## src/rtl/mem_port_arbiter_pkg.sv

```systemverilog
// Shared definitions for the two-port memory arbiter: RAM command codes,
// arbiter FSM states and a request-decode helper.
package mem_port_arbiter_pkg;

  localparam logic [1:0] MNONE  = 2'b00;
  localparam logic [1:0] MREAD  = 2'b01;
  localparam logic [1:0] MWRITE = 2'b10;

  typedef enum logic [1:0] {
    IDLE  = 2'd0,
    ISSUE = 2'd1,
    RWAIT = 2'd2,
    RESP  = 2'd3
  } arb_state_t;

  // Only MREAD/MWRITE are requests; code 11 is treated as no request.
  function automatic logic is_req(input logic [1:0] cmd);
    return (cmd == MREAD) || (cmd == MWRITE);
  endfunction

endpackage

```

## src/rtl/mem_port_arbiter_if.sv

```systemverilog
// Bundle of the requester-side and RAM-side signals of mem_port_arbiter.
//   p0_* / p1_* : command, address, write data, lock in; grant, read valid,
//                 read data out (from the arbiter's point of view)
//   mem_*       : command, address, write data out to RAM; read data in
// Modports: slave = arbiter view, master = requester/RAM view.
interface mem_port_arbiter_if #(
  parameter int AW = 9,
  parameter int DW = 16
) ();

  logic [1:0]    p0_cmd;
  logic [AW-1:0] p0_addr;
  logic [DW-1:0] p0_wdata;
  logic          p0_lock;
  logic          p0_gnt;
  logic          p0_rvalid;
  logic [DW-1:0] p0_rdata;

  logic [1:0]    p1_cmd;
  logic [AW-1:0] p1_addr;
  logic [DW-1:0] p1_wdata;
  logic          p1_lock;
  logic          p1_gnt;
  logic          p1_rvalid;
  logic [DW-1:0] p1_rdata;

  logic [1:0]    mem_cmd;
  logic [AW-1:0] mem_addr;
  logic [DW-1:0] mem_wdata;
  logic [DW-1:0] mem_rdata;

  modport slave (
    input  p0_cmd, p0_addr, p0_wdata, p0_lock,
    output p0_gnt, p0_rvalid, p0_rdata,
    input  p1_cmd, p1_addr, p1_wdata, p1_lock,
    output p1_gnt, p1_rvalid, p1_rdata,
    output mem_cmd, mem_addr, mem_wdata,
    input  mem_rdata
  );

  modport master (
    output p0_cmd, p0_addr, p0_wdata, p0_lock,
    input  p0_gnt, p0_rvalid, p0_rdata,
    output p1_cmd, p1_addr, p1_wdata, p1_lock,
    input  p1_gnt, p1_rvalid, p1_rdata,
    input  mem_cmd, mem_addr, mem_wdata,
    output mem_rdata
  );

endinterface

```

## src/rtl/mem_port_arbiter_arb_rr2.sv

```systemverilog
// arb_rr2: combinational 2-way round-robin pick.
//   req      : raw request per port
//   mask     : ports excluded from this pick
//   lock_vld : a lock owner exists and is still requesting
//   lock_id  : lock owner port
//   last_id  : port granted most recently (loses a tie)
//   win_vld  : a port was picked
//   win_id   : picked port
module arb_rr2 (
  input  logic [1:0] req,
  input  logic [1:0] mask,
  input  logic       lock_vld,
  input  logic       lock_id,
  input  logic       last_id,
  output logic       win_vld,
  output logic       win_id
);

  logic [1:0] cand;

  always_comb begin
    cand = req & ~mask;
    if (lock_vld) begin
      cand = cand & (lock_id ? 2'b10 : 2'b01);
    end
    win_vld = |cand;
    win_id  = 1'b0;
    case (cand)
      2'b10:   win_id = 1'b1;
      2'b11:   win_id = ~last_id;
      default: win_id = 1'b0;
    endcase
  end

endmodule

```

## src/rtl/mem_port_arbiter.sv

```systemverilog
// mem_port_arbiter: shares one single-port RAM between port 0 (CPU) and
// port 1 (I/O / loader). Round-robin with optional bounded lock, registered
// RAM-side outputs, fixed read latency RD_LAT.
//   clk, reset : clock; synchronous active-low reset
//   bus        : requester and RAM signals (slave modport)
//   busy       : FSM not in IDLE
module mem_port_arbiter
  import mem_port_arbiter_pkg::*;
#(
  parameter int AW       = 9,
  parameter int DW       = 16,
  parameter int RD_LAT   = 1,
  parameter int MAX_LOCK = 4
) (
  input  logic                 clk,
  input  logic                 reset,
  mem_port_arbiter_if.slave    bus,
  output logic                 busy
);

  arb_state_t    state_q, state_d;
  logic [1:0]    lat_q, lat_d;
  logic          last_q;
  logic          rd_port_q;
  logic          own_vld_q, own_vld_d;
  logic          own_id_q, own_id_d;
  logic [3:0]    lock_cnt_q, lock_cnt_d;
  logic [3:0]    lock_base, lock_next;

  logic [1:0]    req_raw, mask;
  logic          owner_active;
  logic          arb_en, grant, cap;
  logic          win_vld, win_id, win_lock, other_req;
  logic [1:0]    win_cmd;
  logic [AW-1:0] win_addr;
  logic [DW-1:0] win_wdata;

  assign req_raw      = {is_req(bus.p1_cmd), is_req(bus.p0_cmd)};
  assign owner_active = own_vld_q && req_raw[own_id_q];
  assign busy         = (state_q != IDLE);

  // Arbitration happens in IDLE, RESP and write ISSUE cycles; in a write
  // ISSUE the port being granted still shows its old request, so mask it.
  always_comb begin
    arb_en = 1'b0;
    mask   = '0;
    case (state_q)
      IDLE, RESP: arb_en = 1'b1;
      ISSUE: begin
        if (bus.mem_cmd != MREAD) begin
          arb_en = 1'b1;
          mask   = {bus.p1_gnt, bus.p0_gnt};
        end
      end
      default: arb_en = 1'b0;
    endcase
  end

  arb_rr2 u_arb (
    .req      (req_raw),
    .mask     (mask),
    .lock_vld (owner_active),
    .lock_id  (own_id_q),
    .last_id  (last_q),
    .win_vld  (win_vld),
    .win_id   (win_id)
  );

  assign grant     = arb_en && win_vld;
  assign win_cmd   = win_id ? bus.p1_cmd   : bus.p0_cmd;
  assign win_addr  = win_id ? bus.p1_addr  : bus.p0_addr;
  assign win_wdata = win_id ? bus.p1_wdata : bus.p0_wdata;
  assign win_lock  = win_id ? bus.p1_lock  : bus.p0_lock;
  assign other_req = win_id ? (req_raw[0] && !mask[0]) : (req_raw[1] && !mask[1]);
  // Last RWAIT cycle: RAM data is valid now and is latched for RESP.
  assign cap       = (state_q == RWAIT) && (lat_q == 2'd0);

  always_comb begin
    state_d = state_q;
    lat_d   = lat_q;
    case (state_q)
      IDLE: state_d = grant ? ISSUE : IDLE;
      ISSUE: begin
        if (bus.mem_cmd == MREAD) begin
          state_d = RWAIT;
          lat_d   = 2'(RD_LAT - 1);
        end else begin
          state_d = grant ? ISSUE : IDLE;
        end
      end
      RWAIT: begin
        if (lat_q == 2'd0) state_d = RESP;
        else               lat_d   = lat_q - 2'd1;
      end
      RESP: state_d = grant ? ISSUE : IDLE;
      default: state_d = IDLE;
    endcase
  end

  // Lock bookkeeping. An idle owner loses the lock at the arbitration point;
  // grants to the owner while the other port waits are counted, and reaching
  // MAX_LOCK drops the lock so round-robin hands the next pick to the other.
  always_comb begin
    own_vld_d  = own_vld_q;
    own_id_d   = own_id_q;
    lock_cnt_d = lock_cnt_q;
    lock_base  = (own_vld_q && (own_id_q == win_id)) ? lock_cnt_q : 4'd0;
    lock_next  = lock_base + 4'd1;
    if (arb_en && own_vld_q && !req_raw[own_id_q]) begin
      own_vld_d  = 1'b0;
      lock_cnt_d = '0;
    end
    if (grant) begin
      if (!win_lock) begin
        own_vld_d  = 1'b0;
        lock_cnt_d = '0;
      end else if (other_req) begin
        if (lock_next == 4'(MAX_LOCK)) begin
          own_vld_d  = 1'b0;
          lock_cnt_d = '0;
        end else begin
          own_vld_d  = 1'b1;
          own_id_d   = win_id;
          lock_cnt_d = lock_next;
        end
      end else begin
        own_vld_d  = 1'b1;
        own_id_d   = win_id;
        lock_cnt_d = lock_base;
      end
    end
  end

  always_ff @(posedge clk) begin
    if (!reset) begin
      state_q       <= IDLE;
      lat_q         <= '0;
      last_q        <= 1'b1;
      rd_port_q     <= 1'b0;
      own_vld_q     <= 1'b0;
      own_id_q      <= 1'b0;
      lock_cnt_q    <= '0;
      bus.mem_cmd   <= MNONE;
      bus.mem_addr  <= '0;
      bus.mem_wdata <= '0;
      bus.p0_gnt    <= 1'b0;
      bus.p1_gnt    <= 1'b0;
      bus.p0_rvalid <= 1'b0;
      bus.p1_rvalid <= 1'b0;
      bus.p0_rdata  <= '0;
      bus.p1_rdata  <= '0;
    end else begin
      state_q       <= state_d;
      lat_q         <= lat_d;
      own_vld_q     <= own_vld_d;
      own_id_q      <= own_id_d;
      lock_cnt_q    <= lock_cnt_d;
      bus.p0_gnt    <= grant && !win_id;
      bus.p1_gnt    <= grant && win_id;
      bus.mem_cmd   <= grant ? win_cmd : MNONE;
      if (grant) begin
        bus.mem_addr  <= win_addr;
        bus.mem_wdata <= win_wdata;
        last_q        <= win_id;
        rd_port_q     <= win_id;
      end
      bus.p0_rvalid <= cap && !rd_port_q;
      bus.p1_rvalid <= cap && rd_port_q;
      if (cap && !rd_port_q) bus.p0_rdata <= bus.mem_rdata;
      if (cap && rd_port_q)  bus.p1_rdata <= bus.mem_rdata;
    end
  end

endmodule

```

## src/flat_wrapper.sv

```systemverilog
// flat-port wrapper written by rule: the top's interface ports become plain ports
module mem_port_arbiter_flat import mem_port_arbiter_pkg::*;
#(
  parameter int AW       = 9,
  parameter int DW       = 16,
  parameter int RD_LAT   = 1,
  parameter int MAX_LOCK = 4
)
  (clk, reset, busy, bus_p0_cmd, bus_p0_addr, bus_p0_wdata, bus_p0_lock, bus_p0_gnt, bus_p0_rvalid, bus_p0_rdata, bus_p1_cmd, bus_p1_addr, bus_p1_wdata, bus_p1_lock, bus_p1_gnt, bus_p1_rvalid, bus_p1_rdata, bus_mem_cmd, bus_mem_addr, bus_mem_wdata, bus_mem_rdata);
  mem_port_arbiter_if #(.AW(AW), .DW(DW)) bus_i ();
  input  logic clk;
  input  logic reset;
  output logic busy;
  input wire logic [$bits(bus_i.p0_cmd)-1:0] bus_p0_cmd;
  input wire logic [$bits(bus_i.p0_addr)-1:0] bus_p0_addr;
  input wire logic [$bits(bus_i.p0_wdata)-1:0] bus_p0_wdata;
  input wire logic [$bits(bus_i.p0_lock)-1:0] bus_p0_lock;
  output wire logic [$bits(bus_i.p0_gnt)-1:0] bus_p0_gnt;
  output wire logic [$bits(bus_i.p0_rvalid)-1:0] bus_p0_rvalid;
  output wire logic [$bits(bus_i.p0_rdata)-1:0] bus_p0_rdata;
  input wire logic [$bits(bus_i.p1_cmd)-1:0] bus_p1_cmd;
  input wire logic [$bits(bus_i.p1_addr)-1:0] bus_p1_addr;
  input wire logic [$bits(bus_i.p1_wdata)-1:0] bus_p1_wdata;
  input wire logic [$bits(bus_i.p1_lock)-1:0] bus_p1_lock;
  output wire logic [$bits(bus_i.p1_gnt)-1:0] bus_p1_gnt;
  output wire logic [$bits(bus_i.p1_rvalid)-1:0] bus_p1_rvalid;
  output wire logic [$bits(bus_i.p1_rdata)-1:0] bus_p1_rdata;
  output wire logic [$bits(bus_i.mem_cmd)-1:0] bus_mem_cmd;
  output wire logic [$bits(bus_i.mem_addr)-1:0] bus_mem_addr;
  output wire logic [$bits(bus_i.mem_wdata)-1:0] bus_mem_wdata;
  input wire logic [$bits(bus_i.mem_rdata)-1:0] bus_mem_rdata;
  assign bus_i.p0_cmd = bus_p0_cmd;
  assign bus_i.p0_addr = bus_p0_addr;
  assign bus_i.p0_wdata = bus_p0_wdata;
  assign bus_i.p0_lock = bus_p0_lock;
  assign bus_p0_gnt = bus_i.p0_gnt;
  assign bus_p0_rvalid = bus_i.p0_rvalid;
  assign bus_p0_rdata = bus_i.p0_rdata;
  assign bus_i.p1_cmd = bus_p1_cmd;
  assign bus_i.p1_addr = bus_p1_addr;
  assign bus_i.p1_wdata = bus_p1_wdata;
  assign bus_i.p1_lock = bus_p1_lock;
  assign bus_p1_gnt = bus_i.p1_gnt;
  assign bus_p1_rvalid = bus_i.p1_rvalid;
  assign bus_p1_rdata = bus_i.p1_rdata;
  assign bus_mem_cmd = bus_i.mem_cmd;
  assign bus_mem_addr = bus_i.mem_addr;
  assign bus_mem_wdata = bus_i.mem_wdata;
  assign bus_i.mem_rdata = bus_mem_rdata;
  mem_port_arbiter #(.AW(AW), .DW(DW), .RD_LAT(RD_LAT), .MAX_LOCK(MAX_LOCK)) u_core (.clk(clk), .reset(reset), .bus(bus_i), .busy(busy));
endmodule
```

## config.mk

```make
export PLATFORM = sky130hd
export DESIGN_NAME = mem_port_arbiter_flat
export DESIGN_NICKNAME = d
export VERILOG_FILES = /design/src/rtl/mem_port_arbiter_pkg.sv /design/src/rtl/mem_port_arbiter_if.sv /design/src/rtl/mem_port_arbiter_arb_rr2.sv /design/src/rtl/mem_port_arbiter.sv /design/src/flat_wrapper.sv
export SDC_FILE = /design/constraint.sdc
export NUM_CORES = 1
export LEC_CHECK = 0
export BUFFER_PORTS_ARGS = -buffer_cell sky130_fd_sc_hd__buf_2
export CELL_PAD_IN_SITES_DETAIL_PLACEMENT = 2
export CELL_PAD_IN_SITES_GLOBAL_PLACEMENT = 2
export CORE_MARGIN = 10
export CORE_UTILIZATION = 26
export DETAILED_ROUTE_END_ITERATION = 7
export GPL_TIMING_DRIVEN = 0
export HOLD_SLACK_MARGIN = 0.1
export PLACE_DENSITY = 0.86
export SYNTH_ARGS = -nofsm -noshare
export SYNTH_HDL_FRONTEND = slang
export SYNTH_SLANG_ARGS = --single-unit
```

## constraint.sdc

```tcl
create_clock -name clk -period 2.9 [get_ports clk]
set_clock_uncertainty 0.15 [all_clocks]
set_input_delay 0.435 -clock clk [delete_from_list [all_inputs] [get_ports clk]]
set_output_delay 0.435 -clock clk [all_outputs]
set_load 0.005 [all_outputs]
```

### Word-level counts from Yosys, hierarchy flattened

Cells that the tools add are included.

* register bits: 75
* bits of input ports: 74
* output and inout port bits: 64
* word-level logic and storage cells: 103

* $add $sub $neg: 2
* order comparisons: 1
* equal/unequal tests: 17
* multiplexer cells: 34
* bitwise logic cells: 4
* reductions and logical operators: 29

Operators by type and width (number)
* $mux W4: 6
* $mux W2: 9
* $mux W16: 1
* $mux W1: 13
* $eq A2 B2 Y1 const B: 6
* $logic_and A1 B1 Y1: 12
* $mux W9: 1
* $eq A2 B1 Y1 const B: 4
* $ne A2 B2 Y1 const B: 3
* $pmux W2 S3: 1
* $reduce_and A3 Y1: 2
* $reduce_bool A2 Y1: 3
* $logic_not A1 Y1: 5
* $add A4 B1 Y4 const B: 1
* $and A2 B2 Y2: 2
* $eq A4 B3 Y1 const B: 1
* $logic_not A2 Y1: 2
* $ne A2 B1 Y1 const B: 2
* $pmux W1 S2: 2
* $pmux W2 S2: 1
* $reduce_or A2 Y1: 2
* $logic_or A1 B1 Y1: 2
* $lt A1 B2 Y1 const B: 1
* $not A2 Y2: 1
* other kinds (4): 4

### Longest topological paths before layout

Gate-level depths: netlist of the first run.

* depth after elaboration: 18
* mapped depth: 10
* mapped depth without buffers: 10

### By module

A second synthesis of the first run with hierarchy kept.

* cell total of the unflattened synthesis: 383
* area, all modules: 3263.1 um2

By module, submodules not included
* mem_port_arbiter: times used 1, cells each 374, area an instance 3204.3 um2, seq. area each 1501.4 um2
* arb_rr2: times used 1, cells each 9, area an instance 58.8 um2, seq. area each 0.0 um2

### Least setup slack after synthesis of the first run

No wires, ideal clock.

* kind: input to register
* start point: input port bus_p0_cmd[0]
* end point: register u_core.lock_cnt_q[1]
* setup time: 0.132 ns
* arrival time: 1.856 ns
* data required time: 2.618 ns
* slack: 0.761 ns
* stages on the path: 8
* buffers on the path: 0
* cell sequence: xnor2_1 o2111ai_1 o211a_1 and2_1 ha_1 and2_1 o21ai_0 a21oi_1

* cells in the longest elaborated chain, start to end: 17
* elaborated cells between the ends (all ways): 29
* those cells by class: add/sub (1); eq/ne (6); mux (11); bitwise (2); reduce/logical (9)

RTL lines
* start: declaration: line flat_wrapper.sv:14 `input wire logic [$bits(bus_i.p0_cmd)-1:0] bus_p0_cmd;`
* $eq A2 B1 Y1 / $eq A2 B2 Y1 (equally long branches): line mem_port_arbiter_pkg.sv:18 `return (cmd == MREAD) || (cmd == MWRITE);`
* $logic_or A1 B1 Y1 *: line mem_port_arbiter_pkg.sv:18
* $mux W1 (implied by the code) (2 in a row): line mem_port_arbiter.sv:39, mem_port_arbiter.sv:109
* $logic_and A1 B1 Y1: line mem_port_arbiter.sv:39 `assign owner_active = own_vld_q && req_raw[own_id_q];`
* $mux W2: line mem_port_arbiter_arb_rr2.sv:23 `if (lock_vld) begin`
* $eq A2 B2 Y1: line mem_port_arbiter_arb_rr2.sv:28 `case (cand)`
* $pmux W1 S2: line mem_port_arbiter_arb_rr2.sv:28
* $eq A1 B1 Y1: line mem_port_arbiter.sv:107 `lock_base = (own_vld_q && (own_id_q == win_id)) ? lock_cnt_q : 4'd0;`
* $logic_and A1 B1 Y1: line mem_port_arbiter.sv:107
* $mux W4: line mem_port_arbiter.sv:107
* $add A4 B1 Y4: line mem_port_arbiter.sv:108 `lock_next = lock_base + 4'd1;`
* $eq A4 B3 Y1: line mem_port_arbiter.sv:118 `if (lock_next == 4'(MAX_LOCK)) begin`
* $mux W4: line mem_port_arbiter.sv:118
* $mux W4: line mem_port_arbiter.sv:117 `end else if (other_req) begin`
* $mux W4: line mem_port_arbiter.sv:114 `if (!win_lock) begin`
* $mux W4: line mem_port_arbiter.sv:113 `if (grant) begin`
* end signal: assignment: line mem_port_arbiter.sv:157 `lock_cnt_q <= lock_cnt_d;`
* end: declaration: line mem_port_arbiter.sv:27 `logic [3:0] lock_cnt_q, lock_cnt_d;`

Every way passes the cells marked *; elsewhere a longest branch is shown, timed or not. The select of a mux whose other input is x is not followed.
A chain may end at the register's enable or synchronous reset.

### Final worst setup path of the first run

* start point: register u_core.state_q[1]
* end point: register u_core.own_id_q

* cells in the longest elaborated chain, start to end: 15
* elaborated cells between the ends (all ways): 30
* those cells by class: add/sub (1); eq/ne (7); mux (9); bitwise (3); reduce/logical (10)

RTL lines
* start: declaration: line mem_port_arbiter.sv:21 `arb_state_t state_q, state_d;`
* start signal: assignment: line mem_port_arbiter.sv:153 `state_q <= state_d;`
* $eq A2 B1 Y1: line mem_port_arbiter.sv:47 `case (state_q)`
* $mux W2: line mem_port_arbiter.sv:47
* $not A2 Y2: line mem_port_arbiter_arb_rr2.sv:22 `cand = req & ~mask;`
* $and A2 B2 Y2: line mem_port_arbiter_arb_rr2.sv:22
* $and A2 B2 Y2: line mem_port_arbiter_arb_rr2.sv:24 `cand = cand & (lock_id ? 2'b10 : 2'b01);`
* $mux W2: line mem_port_arbiter_arb_rr2.sv:23
* $eq A2 B2 Y1: line mem_port_arbiter_arb_rr2.sv:28
* $pmux W1 S2: line mem_port_arbiter_arb_rr2.sv:28
* $eq A1 B1 Y1: line mem_port_arbiter.sv:107
* $logic_and A1 B1 Y1: line mem_port_arbiter.sv:107
* $mux W4: line mem_port_arbiter.sv:107
* $add A4 B1 Y4: line mem_port_arbiter.sv:108
* $eq A4 B3 Y1: line mem_port_arbiter.sv:118
* $ne A2 B2 Y1 (no line)
* $reduce_and A3 Y1 (no line)
* end signal: assignment: line mem_port_arbiter.sv:156 `own_id_q <= own_id_d;`
* end: declaration: line mem_port_arbiter.sv:26 `logic own_id_q, own_id_d;`

Parallel ways exist; a longest one is shown, timed or not. The select of a mux whose other input is x is not followed.

==> results_dict.tcl, run 1 <==
set metrics [dict create \
    yosys-top-cells-count "nand2_1, dfxtp_1, a21oi_1" \
    io_buffers 137 \
    crit_type "flop to flop" \
    grt_overflow 0 \
    synth_edf_count 0 \
    antenna_found_initial 1 \
    ff2ff_path_depth 10 \
    ctsHtreeMaxLevel 3 \
    worstReg2RegEnd "u_core.own_id_q$_SDFFE_PN0P_" \
    maxCapViolations 0 \
    grt_start_max_net_pins 14 \
    cp.required_ns 3.01 \
    numCtsBuffers 9 \
    place_congestion 0.7581 \
    io_pins 138 \
    arrival_ns 2.67 \
    synth_area_per_cell_um2 8.493 \
    seq_area_frac_synth 0.4568 \
    power.total_mw 3.340 \
    tightest_slew_ns 0.7825 \
    holdBufCountCts 0 \
    die_w_um 132.4 \
    reg2reg_from "u_core.state_q[1]$_SDFFE_PN0P_" \
    start_util 0.2626 \
    met3_usage 0.04239 \
    grt_pass1_vias 3969 \
    use_met1 0.1542 \
    synth-main-ff-cell "dfxtp_1" \
    end_kind "flop" \
    syn_nets 467 \
    fp.coreArea_um2 12520 \
    period_minus_slack_ns 2.558 \
    critPathCapture "u_core.own_id_q$_SDFFE_PN0P_" \
    diodes 0 \
    routed_wl_um 12790 \
    fmax_ghz 0.3909 \
    grt_first_pass_wirelength_um 21080 \
    globalRouteTotalUtil 0.1447 \
    startpoint "u_core.state_q[1]$_SDFFE_PN0P_" \
    synth_cells 387 \
    ant_nets 0 \
    synth.distinct_cells 47 \
    cts-root-buf "clkbuf_16" \
    synth.cell_area_um2 3287 \
    worstPathMaxFanout 5 \
    ys_ff_latch 75 \
    hp-class "primary input to flop" \
    drive_gt1_frac 0.3259 \
    synth_top_cell_by_area "dfxtp_1" \
    cts_tree "built" \
    drt_first_pass_iters 4 \
    clk_path_buf_depth 2 \
    clock-sinks 75 \
    vias 3405 \
    static-leakage-power_nw 1.934 \
    dp_hpwl_um 10030 \
    drv_slew 0 \
    viasPerCell 4.782 \
    top_usage_layer "met2" \
    grtUsageMet2 0.2717 \
    hold_violations 0 \
    peakVddDrop_uv 237.2 \
    die_height_um 132.4 \
    rsz0062_at_grt "no" \
    synth.most_common_cell "nand2_1" \
    fin_crit_sh 0.8821 \
    critPathLaunchType "flop" \
    ys_async_sr_fraction 0 \
    path_clk_slew_ns 0.06 \
    fin_setup_tns_ns 0 \
    insertion_delay_ns 0.33 \
    die_area_um2 17540 \
    nNetsFinal 615 \
    area_growth_pct 37.08 \
    drtIter0Drc 113 \
    synthTopCellsByArea "dfxtp_1, a21oi_1, nand2_1, mux2i_1, o21ai_0" \
    std_cell_rows 41 \
    synthDominantCellAreaShare 0.4568 \
    setup_viol 0 \
    status "finished clean" \
    cts-resized-gates 0 \
    post-cts-setup-buffers 0 \
    regToRegSetupSlack_ns 0.34 \
    maxSlewHeadroom 0.4735 \
    power_density_nw_per_um2 741.2 \
    drc_errors 0 \
    drt-wirelength-per-cell_um 17.96 \
    ys.warnings.count 0 \
]
-- worst min path at each step --
| stage | startpoint | end | slack [ns] | cells past startpoint |
|---|---|---|---|---|
| after floorplan | u_core.bus.p0_rdata[0]$_SDFFE_PN0P_ | u_core.bus.p0_rdata[0]$_SDFFE_PN0P_ | 0.30 | 2 |
| after global placement | u_core.bus.p0_rdata[6]$_SDFFE_PN0P_ | u_core.bus.p0_rdata[6]$_SDFFE_PN0P_ | 0.29 | 2 |
| after detailed placement | u_core.bus.p1_rdata[3]$_SDFFE_PN0P_ | u_core.bus.p1_rdata[3]$_SDFFE_PN0P_ | 0.30 | 2 |
| after CTS | bus_mem_rdata[12] | u_core.bus.p1_rdata[12]$_SDFFE_PN0P_ | 0.19 | 3 |
| after global routing | bus_mem_rdata[12] | u_core.bus.p1_rdata[12]$_SDFFE_PN0P_ | 0.21 | 3 |
| final | bus_mem_rdata[12] | u_core.bus.p1_rdata[12]$_SDFFE_PN0P_ | 0.21 | 3 |
-- worst max-delay path, stage by stage (launching register included) --
cell       delay, ns
dfxtp_1         0.32
inv_1           0.11
ha_1            0.25
nand2_1         0.13
o2111ai_1       0.27
o211a_1         0.22
and2_1          0.15
ha_1            0.18
nand2_1         0.11
o21ai_0         0.40
mux2i_1         0.22
-- layer usage --
metal	share of wire	up-vias
met5	0.0010	-
met4	0.0061	2
met3	0.049	7
met2	0.54	71
met1	0.40	1685
li1	-	1640
-- layout make-up --
class / instances / area [µm²]
fillers: 1493 / 8011
multi-input cells: 282 / 1650
flip-flops and latches: 75 / 1501
repair buffers: 137 / 685.7
clock buffers: 10 / 229.0
well taps: 172 / 215.2
plain buffers: 23 / 108.9
clock inverters: 6 / 88.84
inverters: 7 / 26.28
-- stage by stage --
stage / util / area [µm²] / hold WS (ns) / setup WS (ns) / std cells
finish: 0.3600 / 4506 / 0.2082 / 0.3418 / 712
CTS: 0.3600 / 4506 / 0.1937 / 0.3577 / 712
global placement: 0.3346 / 4188 / 0.2932 / 0.4211 / 696
detailed placement: 0.3346 / 4188 / 0.2990 / 0.2560 / 696
floorplan: - / 3287 / 0.3027 / 0.7612 / 387
global route: 0.3600 / 4506 / 0.2073 / 0.1104 / 712
-- cell families (layout without fill, tap and decap cells) --
logic type,after synthesis,after routing,share of synthesized area
mux,26,26,0.07918
compound gates,123,123,0.2208
buf+inv,30,183,0.04111
fa+ha+maj,6,6,0.02284
simple gates,123,123,0.1641
flops,75,75,0.4568
xor+xnor,4,4,0.01523
-- registers in the layout, summed over array words and instances, names as in the netlist, 2 cells and up --
register and count:
u_core.bus.p0_rdata 16, u_core.bus.mem_addr 9, u_core.state_q 2, u_core.lock_cnt_q 4
u_core.lat_q 2, u_core.bus.p1_rdata 16, u_core.bus.mem_wdata 16, u_core.bus.mem_cmd 2
-- placed cells by master, fill, tap and decap left out, drive strengths merged, types with 6 or more instances in the layout --
master and instances:
a21oi 70, buf 146, clkbuf 24, dfxtp 75
ha 6, inv 8, mux2i 26, nand2 81
nor2 14, o21ai 32
-- report_power, final --
part           total (mW)  switching (mW)  internal, mW
clock                1.21           0.453         0.756
combinational       0.873           0.528         0.345
sequential           1.26          0.0864          1.17
No activity file was read; power rests on OpenSTA's default activity.
==> run 2, diff against run 1 <==
Settings changed: CTS_BUF_LIST set to sky130_fd_sc_hd__clkbuf_8 sky130_fd_sc_hd__clkbuf_16, GPL_TIMING_DRIVEN 0 to not set.
==> run 2 against run 1 <==
  * First-iteration DRC count is 12% lower
  * Largest cell class unchanged
  * Die area unchanged
  * Register-to-register slack barely moved
  * Largest power group unchanged
==> results_dict.tcl, run 2 (synthesis results as in run 1) <==
set metrics [dict create \
    maxCapViolations 0 \
    grt_first_pass_wirelength_um 19370 \
    cp.required_ns 3.00 \
    top_regs "u_core.bus.mem_wdata x16, u_core.bus.p0_rdata x16, u_core.bus.p1_rdata x16" \
    crit_type "flop to flop" \
    start_util 0.2626 \
    critPathLaunchType "flop" \
    dp_hpwl_um 9324 \
    final_cell_mix "buf_2, nand2_1, dfxtp_1" \
    insertion_delay_ns 0.33 \
    power.total_mw 3.286 \
    ant_nets 0 \
    fill_cells 1482 \
    rsz0062_at_grt "no" \
    path_clk_slew_ns 0.06 \
    drv_slew 0 \
    status "finished clean" \
    die_area_um2 17540 \
    combinationalPowerShare 0.254 \
    worstPathMaxFanout 50 \
    fin_crit_sh 0.8771 \
    grt_pass1_vias 3767 \
    p_clk_frac 0.365 \
    switching_share 0.3072 \
    period_minus_slack_ns 2.544 \
    static-leakage-power_nw 1.924 \
    tightest_slew_ns 0.8467 \
    power_density_nw_per_um2 736.8 \
    cts-root-buf "clkbuf_16" \
    cts-resized-gates 0 \
    place_congestion 0.7396 \
    drt-wirelength-per-cell_um 17.29 \
    io_pins 138 \
    fp.coreArea_um2 12520 \
    std_cell_rows 41 \
    io_buffers 137 \
    maxSlewHeadroom 0.4304 \
    arrival_ns 2.64 \
    drtIter0Drc 100 \
    hold_violations 0 \
    die_height_um 132.4 \
    routed_wl_um 12000 \
    clock-sinks 75 \
    antenna_found_initial 1 \
    ctsHtreeMaxLevel 3 \
    die_w_um 132.4 \
    p_int_mw 2.277 \
    end_kind "flop" \
    drt_first_pass_iters 4 \
    hold_slack_ns 0.2039 \
    nNetsFinal 598 \
    area_growth_pct 35.71 \
    grt_start_max_net_pins 51 \
    cpMaxStageDelayCell "buf_4" \
    numCtsBuffers 9 \
    post-cts-setup-buffers 0 \
    drive_gt1_frac 0.3295 \
    seq_area_um2 1501 \
    grt_overflow 0 \
    multi_input_area_um2 1658 \
    setup_viol 0 \
    drc_errors 0 \
    layout_commonest_cell "buf_2" \
    vias 3339 \
    globalRouteTotalUtil 0.1333 \
    max_stage_delay_ns 0.47 \
    cts_tree "built" \
    seq_power_share 0.382 \
    worstPathCellList "inv_1 -> ha_1 -> nand2_1 -> o221ai_2 -> a211oi_4 -> buf_4 -> o21ai_0 -> a21oi_1" \
    power.switching_mw 1.010 \
    hp-class "primary input to flop" \
    diodes 0 \
    viasPerCell 4.811 \
    clk_path_buf_depth 2 \
    holdBufCountCts 0 \
    fin_setup_tns_ns 0 \
    peakVddDrop_uv 237.0 \
    fmax_ghz 0.3931 \
]
## run 2: area by class of cell
type                    instances  share of cell area
flip-flops and latches         75              0.3366
repair buffers                143              0.1666
inverters                       7            0.005891
well taps                     172             0.04825
clock inverters                 5             0.01739
multi-input cells             282              0.3717
clock buffers                  10             0.05358
## run 2: per-layer routing
| metal | vias to the layer above | GRT usage | part of all wire |
|---|---|---|---|
| li1 | 1601 | - | - |
| met2 | 74 | 0.2525 | 0.54 |
| met4 | 2 | 0.04768 | 0.015 |
| met5 | - | 0 | 0.0011 |
| met1 | 1646 | 0.1371 | 0.40 |
| met3 | 16 | 0.03520 | 0.046 |
## run 2: through the flow
step	utilization	cell area, µm²	worst slack, ns	cells
after floorplan	-	3287	0.7612	387
after global placement	0.3311	4144	0.5005	679
after detailed placement	0.3311	4144	0.3457	679
after CTS	0.3564	4461	0.3285	694
after global routing	0.3564	4461	0.1332	694
final	0.3564	4461	0.3564	694
## run 2: power by group through the flow
stage          Sequential, mW  Combinational, mW  Clock [mW]
6_report                 1.25              0.834        1.20
5_1_grt                  1.28              0.930        1.27
4_1_cts                  1.26              0.854        1.23
3_5_place_dp             1.27              0.849           0
3_3_place_gp             1.27              0.805           0
2_1_floorplan            1.27              0.498           0
## run 2: final timing paths
kind                            cells past startpoint  slack (ns)                            startpoint                                     to
worst min-delay path                                3        0.20                     bus_mem_rdata[11]   u_core.bus.p0_rdata[11]$_SDFFE_PN0P_
worst max-delay path                                8        0.36        u_core.state_q[1]$_SDFFE_PN0P_  u_core.bus.mem_wdata[13]$_SDFFE_PN0P_
worst min register to register                      2        0.31  u_core.bus.p0_rdata[13]$_SDFFE_PN0P_   u_core.bus.p0_rdata[13]$_SDFFE_PN0P_
worst max register to register                      8        0.36        u_core.state_q[1]$_SDFFE_PN0P_  u_core.bus.mem_wdata[13]$_SDFFE_PN0P_
## run 2: worst max-delay path, delay by kind of cell, from the launching register on
family | cells | cell delay (ns)
compound gates | 4 | 0.92
fa+ha+maj | 1 | 0.25
buf+inv | 2 | 0.56
flops | 1 | 0.35
simple gates | 1 | 0.21
